<file path="config.mk">
export PLATFORM = sky130hd
export DESIGN_NAME = dmem_scan_arbiter
export DESIGN_NICKNAME = d
export VERILOG_FILES = /design/src/rtl/dmem_arb_pkg.sv /design/src/rtl/dmem_scan_arbiter_starve_counter.sv /design/src/rtl/dmem_scan_arbiter.sv
export SDC_FILE = /design/constraint.sdc
export NUM_CORES = 1
export LEC_CHECK = 0
export CAP_MARGIN = 10
export CELL_PAD_IN_SITES_DETAIL_PLACEMENT = 0
export CELL_PAD_IN_SITES_GLOBAL_PLACEMENT = 1
export CORE_ASPECT_RATIO = 0.7
export CORE_MARGIN = 5
export CORE_UTILIZATION = 29
export CTS_CLUSTER_DIAMETER = 50
export DETAILED_ROUTE_END_ITERATION = 16
export PLACE_DENSITY = 0.79
export RECOVER_POWER = 50
export SLEW_MARGIN = 20
export SYNTH_ARGS = -nofsm -noshare
export SYNTH_HDL_FRONTEND = slang
export SYNTH_SLANG_ARGS = --single-unit
</file>
<file path="constraint.sdc">
create_clock -name clk -period 4.45 [get_ports clk]
set_input_delay 0.89 -clock clk [delete_from_list [all_inputs] [get_ports clk]]
set_output_delay 0.89 -clock clk [all_outputs]
set_load 0.03 [all_outputs]
</file>
<file path="src/rtl/dmem_arb_pkg.sv">
// Shared types and default parameters for the dmem scan arbiter.
package dmem_arb_pkg;

    localparam int DEF_ADDR_W       = 10;
    localparam int DEF_DATA_W       = 32;
    localparam int DEF_LEN_W        = 8;
    localparam int DEF_STARVE_LIMIT = 64;

    // Scan engine FSM states.
    typedef enum logic [1:0] {
        ST_IDLE = 2'd0,
        ST_SCAN = 2'd1,
        ST_DONE = 2'd2
    } arb_state_t;

endpackage

</file>
<file path="src/rtl/dmem_scan_arbiter_starve_counter.sv">
// Saturating count of consecutive CPU-owned cycles during a scan.
// at_limit_o fires in the cycle whose increment brings (or keeps) the
// count at STARVE_LIMIT, so a flag registered from it is visible in the
// cycle right after the limiting CPU cycle.
module starve_counter
    import dmem_arb_pkg::*;
#(
    parameter int STARVE_LIMIT = DEF_STARVE_LIMIT
) (
    input  logic clk,
    input  logic reset,
    input  logic inc_i,
    input  logic clr_i,
    output logic at_limit_o
);

    localparam int CNT_W = $clog2(STARVE_LIMIT + 1);
    localparam logic [CNT_W-1:0] LIMIT     = CNT_W'(STARVE_LIMIT);
    localparam logic [CNT_W-1:0] LIMIT_M1  = CNT_W'(STARVE_LIMIT - 1);

    logic [CNT_W-1:0] cnt_q;
    logic [CNT_W-1:0] cnt_d;

    // Next count: clear wins, otherwise increment until saturated.
    always_comb begin
        cnt_d = cnt_q;
        if (clr_i) begin
            cnt_d = '0;
        end else if (inc_i && (cnt_q != LIMIT)) begin
            cnt_d = cnt_q + CNT_W'(1);
        end
    end

    // Counter register.
    always_ff @(posedge clk) begin
        if (reset) begin
            cnt_q <= '0;
        end else begin
            cnt_q <= cnt_d;
        end
    end

    assign at_limit_o = inc_i && !clr_i && (cnt_q >= LIMIT_M1);

endmodule

</file>
<file path="src/rtl/dmem_scan_arbiter.sv">
// Shares the dmem port between the CPU (absolute priority, never stalled)
// and a background engine that copies a window of words into a snapshot
// stream using only the cycles where the CPU does not select dmem.
//
// Handshake: there is no back-pressure. scan_start is a one-cycle request,
// accepted only in IDLE; snap_valid qualifies snap_index/snap_data for
// exactly one cycle per word; scan_done is a one-cycle completion pulse.
module dmem_scan_arbiter
    import dmem_arb_pkg::*;
#(
    parameter int ADDR_W       = DEF_ADDR_W,
    parameter int DATA_W       = DEF_DATA_W,
    parameter int LEN_W        = DEF_LEN_W,
    parameter int STARVE_LIMIT = DEF_STARVE_LIMIT
) (
    input  logic              clk,
    input  logic              reset,
    input  logic              cpu_cs,
    input  logic              cpu_we,
    input  logic [ADDR_W-1:0] cpu_addr,
    input  logic [DATA_W-1:0] cpu_wdata,
    output logic [DATA_W-1:0] cpu_rdata,
    output logic [ADDR_W-1:0] mem_addr,
    output logic [DATA_W-1:0] mem_wdata,
    output logic              mem_we,
    input  logic [DATA_W-1:0] mem_rdata,
    input  logic              scan_start,
    input  logic [ADDR_W-1:0] scan_base,
    input  logic [LEN_W-1:0]  scan_len,
    output logic              snap_valid,
    output logic [LEN_W-1:0]  snap_index,
    output logic [DATA_W-1:0] snap_data,
    output logic              scan_busy,
    output logic              scan_done,
    output logic              starve,
    output logic              torn,
    output logic [1:0]        dbg_state
);

    arb_state_t        state_q, state_d;
    logic [ADDR_W-1:0] base_q, base_d;
    logic [LEN_W-1:0]  len_q, len_d;
    logic [LEN_W-1:0]  ptr_q, ptr_d;
    logic              snap_valid_q, snap_valid_d;
    logic [LEN_W-1:0]  snap_index_q, snap_index_d;
    logic [DATA_W-1:0] snap_data_q, snap_data_d;
    logic              scan_busy_q, scan_busy_d;
    logic              scan_done_q, scan_done_d;
    logic              starve_q, starve_d;
    logic              torn_q, torn_d;

    logic              scan_free;
    logic              cpu_in_scan;
    logic              at_limit;
    logic [ADDR_W-1:0] scan_addr;
    logic [ADDR_W-1:0] wr_offset;
    logic              tear_hit;

    // A scan cycle is free when the CPU leaves the port alone.
    assign scan_free   = (state_q == ST_SCAN) && !cpu_cs;
    assign cpu_in_scan = (state_q == ST_SCAN) && cpu_cs;

    // Window addressing and tear detection wrap modulo 2^ADDR_W.
    assign scan_addr = base_q + ADDR_W'(ptr_q);
    assign wr_offset = cpu_addr - base_q;
    assign tear_hit  = ({{LEN_W{1'b0}}, wr_offset} < {{ADDR_W{1'b0}}, ptr_q});

    // Port mux: CPU owns the port except on free SCAN cycles; the scan never writes.
    assign mem_addr  = scan_free ? scan_addr : cpu_addr;
    assign mem_we    = cpu_cs & cpu_we;
    assign mem_wdata = cpu_wdata;
    assign cpu_rdata = mem_rdata;

    starve_counter #(
        .STARVE_LIMIT(STARVE_LIMIT)
    ) u_starve (
        .clk        (clk),
        .reset      (reset),
        .inc_i      (cpu_in_scan),
        .clr_i      (!cpu_in_scan),
        .at_limit_o (at_limit)
    );

    // Next-state, pointer, snapshot and flag logic.
    always_comb begin
        state_d      = state_q;
        base_d       = base_q;
        len_d        = len_q;
        ptr_d        = ptr_q;
        snap_valid_d = 1'b0;
        snap_index_d = snap_index_q;
        snap_data_d  = snap_data_q;
        starve_d     = starve_q;
        torn_d       = torn_q;
        case (state_q)
            ST_IDLE: begin
                if (scan_start) begin
                    base_d   = scan_base;
                    len_d    = scan_len;
                    ptr_d    = '0;
                    starve_d = 1'b0;
                    torn_d   = 1'b0;
                    state_d  = (scan_len == '0) ? ST_DONE : ST_SCAN;
                end
            end
            ST_SCAN: begin
                if (!cpu_cs) begin
                    snap_valid_d = 1'b1;
                    snap_index_d = ptr_q;
                    snap_data_d  = mem_rdata;
                    ptr_d        = ptr_q + LEN_W'(1);
                    if (ptr_q == len_q - LEN_W'(1)) begin
                        state_d = ST_DONE;
                    end
                end else if (cpu_we && tear_hit) begin
                    torn_d = 1'b1;
                end
                if (at_limit) begin
                    starve_d = 1'b1;
                end
            end
            ST_DONE: begin
                state_d = ST_IDLE;
            end
            default: begin
                state_d = ST_IDLE;
            end
        endcase
        scan_busy_d = (state_d == ST_SCAN);
        scan_done_d = (state_d == ST_DONE);
    end

    // State and output registers; reset aborts any scan in flight.
    always_ff @(posedge clk) begin
        if (reset) begin
            state_q      <= ST_IDLE;
            base_q       <= '0;
            len_q        <= '0;
            ptr_q        <= '0;
            snap_valid_q <= 1'b0;
            snap_index_q <= '0;
            snap_data_q  <= '0;
            scan_busy_q  <= 1'b0;
            scan_done_q  <= 1'b0;
            starve_q     <= 1'b0;
            torn_q       <= 1'b0;
        end else begin
            state_q      <= state_d;
            base_q       <= base_d;
            len_q        <= len_d;
            ptr_q        <= ptr_d;
            snap_valid_q <= snap_valid_d;
            snap_index_q <= snap_index_d;
            snap_data_q  <= snap_data_d;
            scan_busy_q  <= scan_busy_d;
            scan_done_q  <= scan_done_d;
            starve_q     <= starve_d;
            torn_q       <= torn_d;
        end
    end

    assign snap_valid = snap_valid_q;
    assign snap_index = snap_index_q;
    assign snap_data  = snap_data_q;
    assign scan_busy  = scan_busy_q;
    assign scan_done  = scan_done_q;
    assign starve     = starve_q;
    assign torn       = torn_q;
    assign dbg_state  = state_q;

endmodule
</file>
# == Word-level counts from Yosys, hierarchy flattened ==
# Cells that the tools add are included.
# totals
regBits,80
input_bits,97
out_inout_bits,122
wordCells,65
# op_classes
n_addsub,5
magnitude_cmp,2
eq_ne,10
n_mux,16
bitwise_logic,4
n_reduce_logical,16
# ops
operator,n
$mux W8,2
$pmux W8 S2,1
$add A10 B8 Y10,1
$lt A10 B8 Y1,1
$mux W10,1
$sub A10 B10 Y10,1
$add A8 B1 Y8 const B,1
$eq A8 B8 Y1,1
$logic_not A8 Y1,1
$mux W2,4
$ne A2 B2 Y1 const B,4
$sub A8 B1 Y8 const B,1
$add A7 B1 Y7 const B,1
$ge A7 B6 Y1 const B,1
$ne A7 B7 Y1 const B,1
$reduce_and A3 Y1,2
$logic_and A1 B1 Y1,5
$mux W1,5
$eq A2 B1 Y1 const B,2
$pmux W1 S2,2
$pmux W2 S2,1
$reduce_and A2 Y1,2
$reduce_and A4 Y1,1
$reduce_or A2 Y1,2
other kinds (7),9

# == Depth between registers and ports, before layout ==
# logic_depth
word_depth,6
ltp_mapped,13
ltp_nobuf,13

# == Hierarchy ==
# Synthesis repeated with hierarchy kept, for this count alone.
# unflattened
cells_unflattened,608
area_unflattened_um2,4737.0
# by_module_without_submodules
module,n_inst,cells_per_inst,area_per_inst_um2,seq_area_each_um2
dmem_scan_arbiter,1,562,4349.2,1461.4
starve_counter,1,46,387.9,140.1

# == Worst setup path after synthesis ==
# No wires, ideal clock.
# synth_path
kind,in2reg
from,in cpu_addr[2]
to,"reg torn_q, in the netlist torn"
setup_time_ns,0.088
arrival_time_ns,3.563
required_ns,4.362
setup_slack_ns,0.799
cell_stages,10
path_buffers,0
cell_sequence,ha_1 and3_1 a211oi_1 o21ai_0 xor2_1 ha_1 or2b_2 or4_1 a31o_1 o32ai_2
# synth_between
elab_chain_cells,5
# synth_lines
element,line,text
start: declaration,dmem_scan_arbiter.sv:20,"input logic [ADDR_W-1:0] cpu_addr,"
$sub A10 B10 Y10,dmem_scan_arbiter.sv:65,assign wr_offset = cpu_addr - base_q;
$lt A10 B8 Y1,dmem_scan_arbiter.sv:66,"assign tear_hit = ({{LEN_W{1'b0}}, wr_offset} < {{ADDR_W{1'b0}}, ptr_q});"
$logic_and A1 B1 Y1,dmem_scan_arbiter.sv:115,end else if (cpu_we && tear_hit) begin
$ne A2 B1 Y1 (no line),n/a,
$reduce_and A4 Y1 (no line),n/a,
end signal: assignment,dmem_scan_arbiter.sv:158,torn_q <= torn_d;
end: declaration,dmem_scan_arbiter.sv:50,"logic torn_q, torn_d;"
# No other way between the ends.
# A chain may end at the register's enable or synchronous reset.

# == Worst setup path after layout ==
# layout_path
from,in cpu_cs
to,out mem_addr[3]
# layout_between
elab_chain_cells,3
# layout_lines
element,line,text
start: declaration,dmem_scan_arbiter.sv:18,"input logic cpu_cs,"
$logic_not A1 Y1,n/a,
$logic_and A1 B1 Y1,dmem_scan_arbiter.sv:60,assign scan_free = (state_q == ST_SCAN) && !cpu_cs;
$mux W10,dmem_scan_arbiter.sv:69,assign mem_addr = scan_free ? scan_addr : cpu_addr;
end: declaration,dmem_scan_arbiter.sv:23,"output logic [ADDR_W-1:0] mem_addr,"
# No other way between the ends.

==> impl_metrics.yaml <==
timing:
  skew_ns: 0.006733
  worst_slew_pin_slew_ns: 0.8616
  slew_viol_final: 0
  finalSetupTns_ns: 0
  finalSetupViolCount: 0
  finalCriticalPeriod_ns: 4.115
  hold_viol_final: 0
  fin_ws_ns: 0.3354
  period_share_pct: 92.46
  clock.fmax_mhz: 243.0
  max-slew-margin-rel_pct: 42.56
  rsz0062_at_grt: "no"
synth:
  yosysSeqAreaShare_pct: 33.95
  yosys-top-cells-area: "dfxtp_1, buf_4, nand2_1"
  ys_seq_elements: 80
  synth_edf_count: 0
  netlist_area_um2: 4717
  yosys.area.top_type: "dfxtp_1"
  synth_nets: 737
  postSynthAreaPerCell_um2: 7.733
  ys_warn_count: 0
  synth_top_area_share_pct: 33.95
  dominantRegCellSynth: "dfxtp_1"
  synth_cell_type_count: 52
  async_flop_share_pct: 0
  synth_cells: 610
drt:
  dr_total_vias: 4189
  drt-total-wl_um: 13430
  drt_iter0_markers: 249
  ant_nets: 0
  wl_per_cell_um: 14.54
  drc: 0
  first_pass_iters: 4
  via_per_inst: 4.534
clock_network:
  cts_resized: 0
  clock_path_buffers: 2
  clk_pin_slew_ns: 0.06
  clock-sinks: 80
  cts-root-buf: "clkbuf_16"
  h-tree-depth: 3
  cts_made_buffers: 9
  clock_latency_ns: 0.34
  cts_tree: "yes"
  hold_buffers: 0
  post_cts_buffers: 0
power_and_ir_drop:
  p_seq_share_pct: 37.9
  swShare_pct: 28.20
  p_leak_nw: 2.435
  clock_power_share_pct: 40.4
  combPwrFrac_pct: 21.7
  power_switching_w: 0.0005660
  p_int_w: 0.001441
  power_density_nw_per_um2: 316.8
  ir_drop_v: 0.0001667
final_layout:
  drive_gt1_share_pct: 4.864
  nets: 821
  multi_input_area_um2: 2436
  fillCellCount: 1706
  final_common_cell: "nand2_1"
  diodes: 0
  ff_latch_area_um2: 1602
  final_cell_mix: "nand2_1, clkdlybuf4s50_1, dfxtp_1, a21oi_1, dlygate4sd3_1"
  area_growth_pct: 34.32
global_route:
  grt_util_all_layers_pct: 14.00
  first_global_vias: 3912
  antenna_found_initial: 0
  grt_max_degree: 67
  grt_pass1_wl_um: 21040
  grt.overflow.total: 0
floorplanning:
  die_w_um: 162.4
  core_um2: 16150
  rows: 39
  start_util_pct: 29.20
  die_area_um2: 18960
  dieHeight_um: 116.7
  pin_count: 219
setup_path:
  worst-endpoint-required_ns: 3.56
  critPathLaunchType: "input pin"
  cp_max_fo: 8
  cp-end-kind: "output port"
  cp_data_arrival_time_ns: 3.22
  worst-setup-path-type: "input pin to output port"
min_path:
  hold_path.class: "flop to flop"
place:
  dpl_worst_slack_ns: 0.2085
  routabilityCongestion: 0.8127
  dp_hpwl_um: 10050
  port_buffers: 154
flow_run:
  cap_viol_max_count: 0
outcome:
  status: "finished, final reports clean"
==> state kept, by name, indices dropped and copies added, names as in the netlist <==
register        count
torn                1
snap_data          32
scan_done           1
base_q             10
u_starve.cnt_q      7
ptr_q               8
snap_index          8
starve              1
scan_busy           1
len_q               8
dbg_state           2
snap_valid          1
==> layer usage <==
metal  track usage (%)  vias to the layer above  wire length [µm]
li1                  -                     2164                 -
met2             20.58                      131              5440
met1             19.27                     1885              6690
met4             2.873                        0                83
met3             5.891                        9              1218
met5                 0                        -                 0
==> synthesized netlist by cell type, types with 4 or more instances <==
cell,number
a211oi_1,5
a21oi_1,74
and3_1,5
buf_4,65
clkbuf_1,24
dfxtp_1,80
ha_1,28
inv_1,28
nand2_1,130
nand2b_1,6
nand3_1,10
nand4_1,6
nor2_1,31
nor2b_1,5
nor3_1,8
o21a_1,4
o21ai_0,13
o21ai_1,8
o21bai_1,4
xnor2_1,19
xor2_1,10
==> power groups by stage <==
stage / Sequential (W) / Clock [W] / Combinational (W)
2_1_floorplan: 0.000800 / 0 / 0.000304
3_3_place_gp: 0.000777 / 0 / 0.000442
3_5_place_dp: 0.000778 / 0 / 0.000443
4_1_cts: 0.000762 / 0.000838 / 0.000445
5_1_grt: 0.000765 / 0.000864 / 0.000477
6_report: 0.000761 / 0.000812 / 0.000435
==> layout make-up <==
| cell class | count | share of cell area (%) |
|---|---|---|
| sequential | 80 | 25.28 |
| tap | 225 | 4.443 |
| clock buffer | 11 | 3.831 |
| multi-input combinational | 413 | 38.45 |
| clock inverter | 5 | 1.264 |
| inverter | 28 | 1.659 |
| timing repair buffer | 162 | 25.08 |
==> stage by stage <==
step	instances	cell area (µm²)	power (W)	hold WS (ns)	util, %
6_report	924	6336	0.002007	0.4469	39.23
5_1_grt	924	6336	0.002105	0.4694	39.23
4_1_cts	924	6345	0.002045	0.4553	39.28
3_5_place_dp	908	6022	0.001221	0.4466	37.28
3_3_place_gp	908	6022	0.001219	0.4413	37.28
2_1_floorplan	610	4717	0.001105	0.4478	-
==> logic make-up (layout without fill, tap and decap cells) <==
| logic type | count (synthesis) | after routing | synth area share [%] |
|---|---|---|---|
| compound gates | 131 | 131 | 16.15 |
| flops | 80 | 80 | 33.95 |
| buf+inv | 117 | 206 | 14.48 |
| xor+xnor | 31 | 31 | 6.207 |
| fa+ha+maj | 30 | 30 | 8.276 |
| mux | 2 | 2 | 0.4509 |
| simple gates | 219 | 219 | 20.48 |
==> path summary, 6_finish.rpt <==
path	startpoint	to	slack, ns	cells past startpoint
max	cpu_cs	mem_addr[3]	0.34	5
min	snap_data[15]$_SDFFE_PP0P_	snap_data[15]$_SDFFE_PP0P_	0.45	2
max reg2reg	base_q[0]$_SDFFE_PP0P_	torn$_SDFFE_PP0P_	1.27	12
min reg2reg	snap_data[15]$_SDFFE_PP0P_	snap_data[15]$_SDFFE_PP0P_	0.45	2
==> critical path, stage by stage <==
cell	delay, ns
dlygate4sd3_1	0.61
nor2b_1	0.69
o21ai_0	0.17
o21ai_0	0.18
clkdlybuf4s50_1	0.69
No activity file was read; power rests on OpenSTA's default activity.
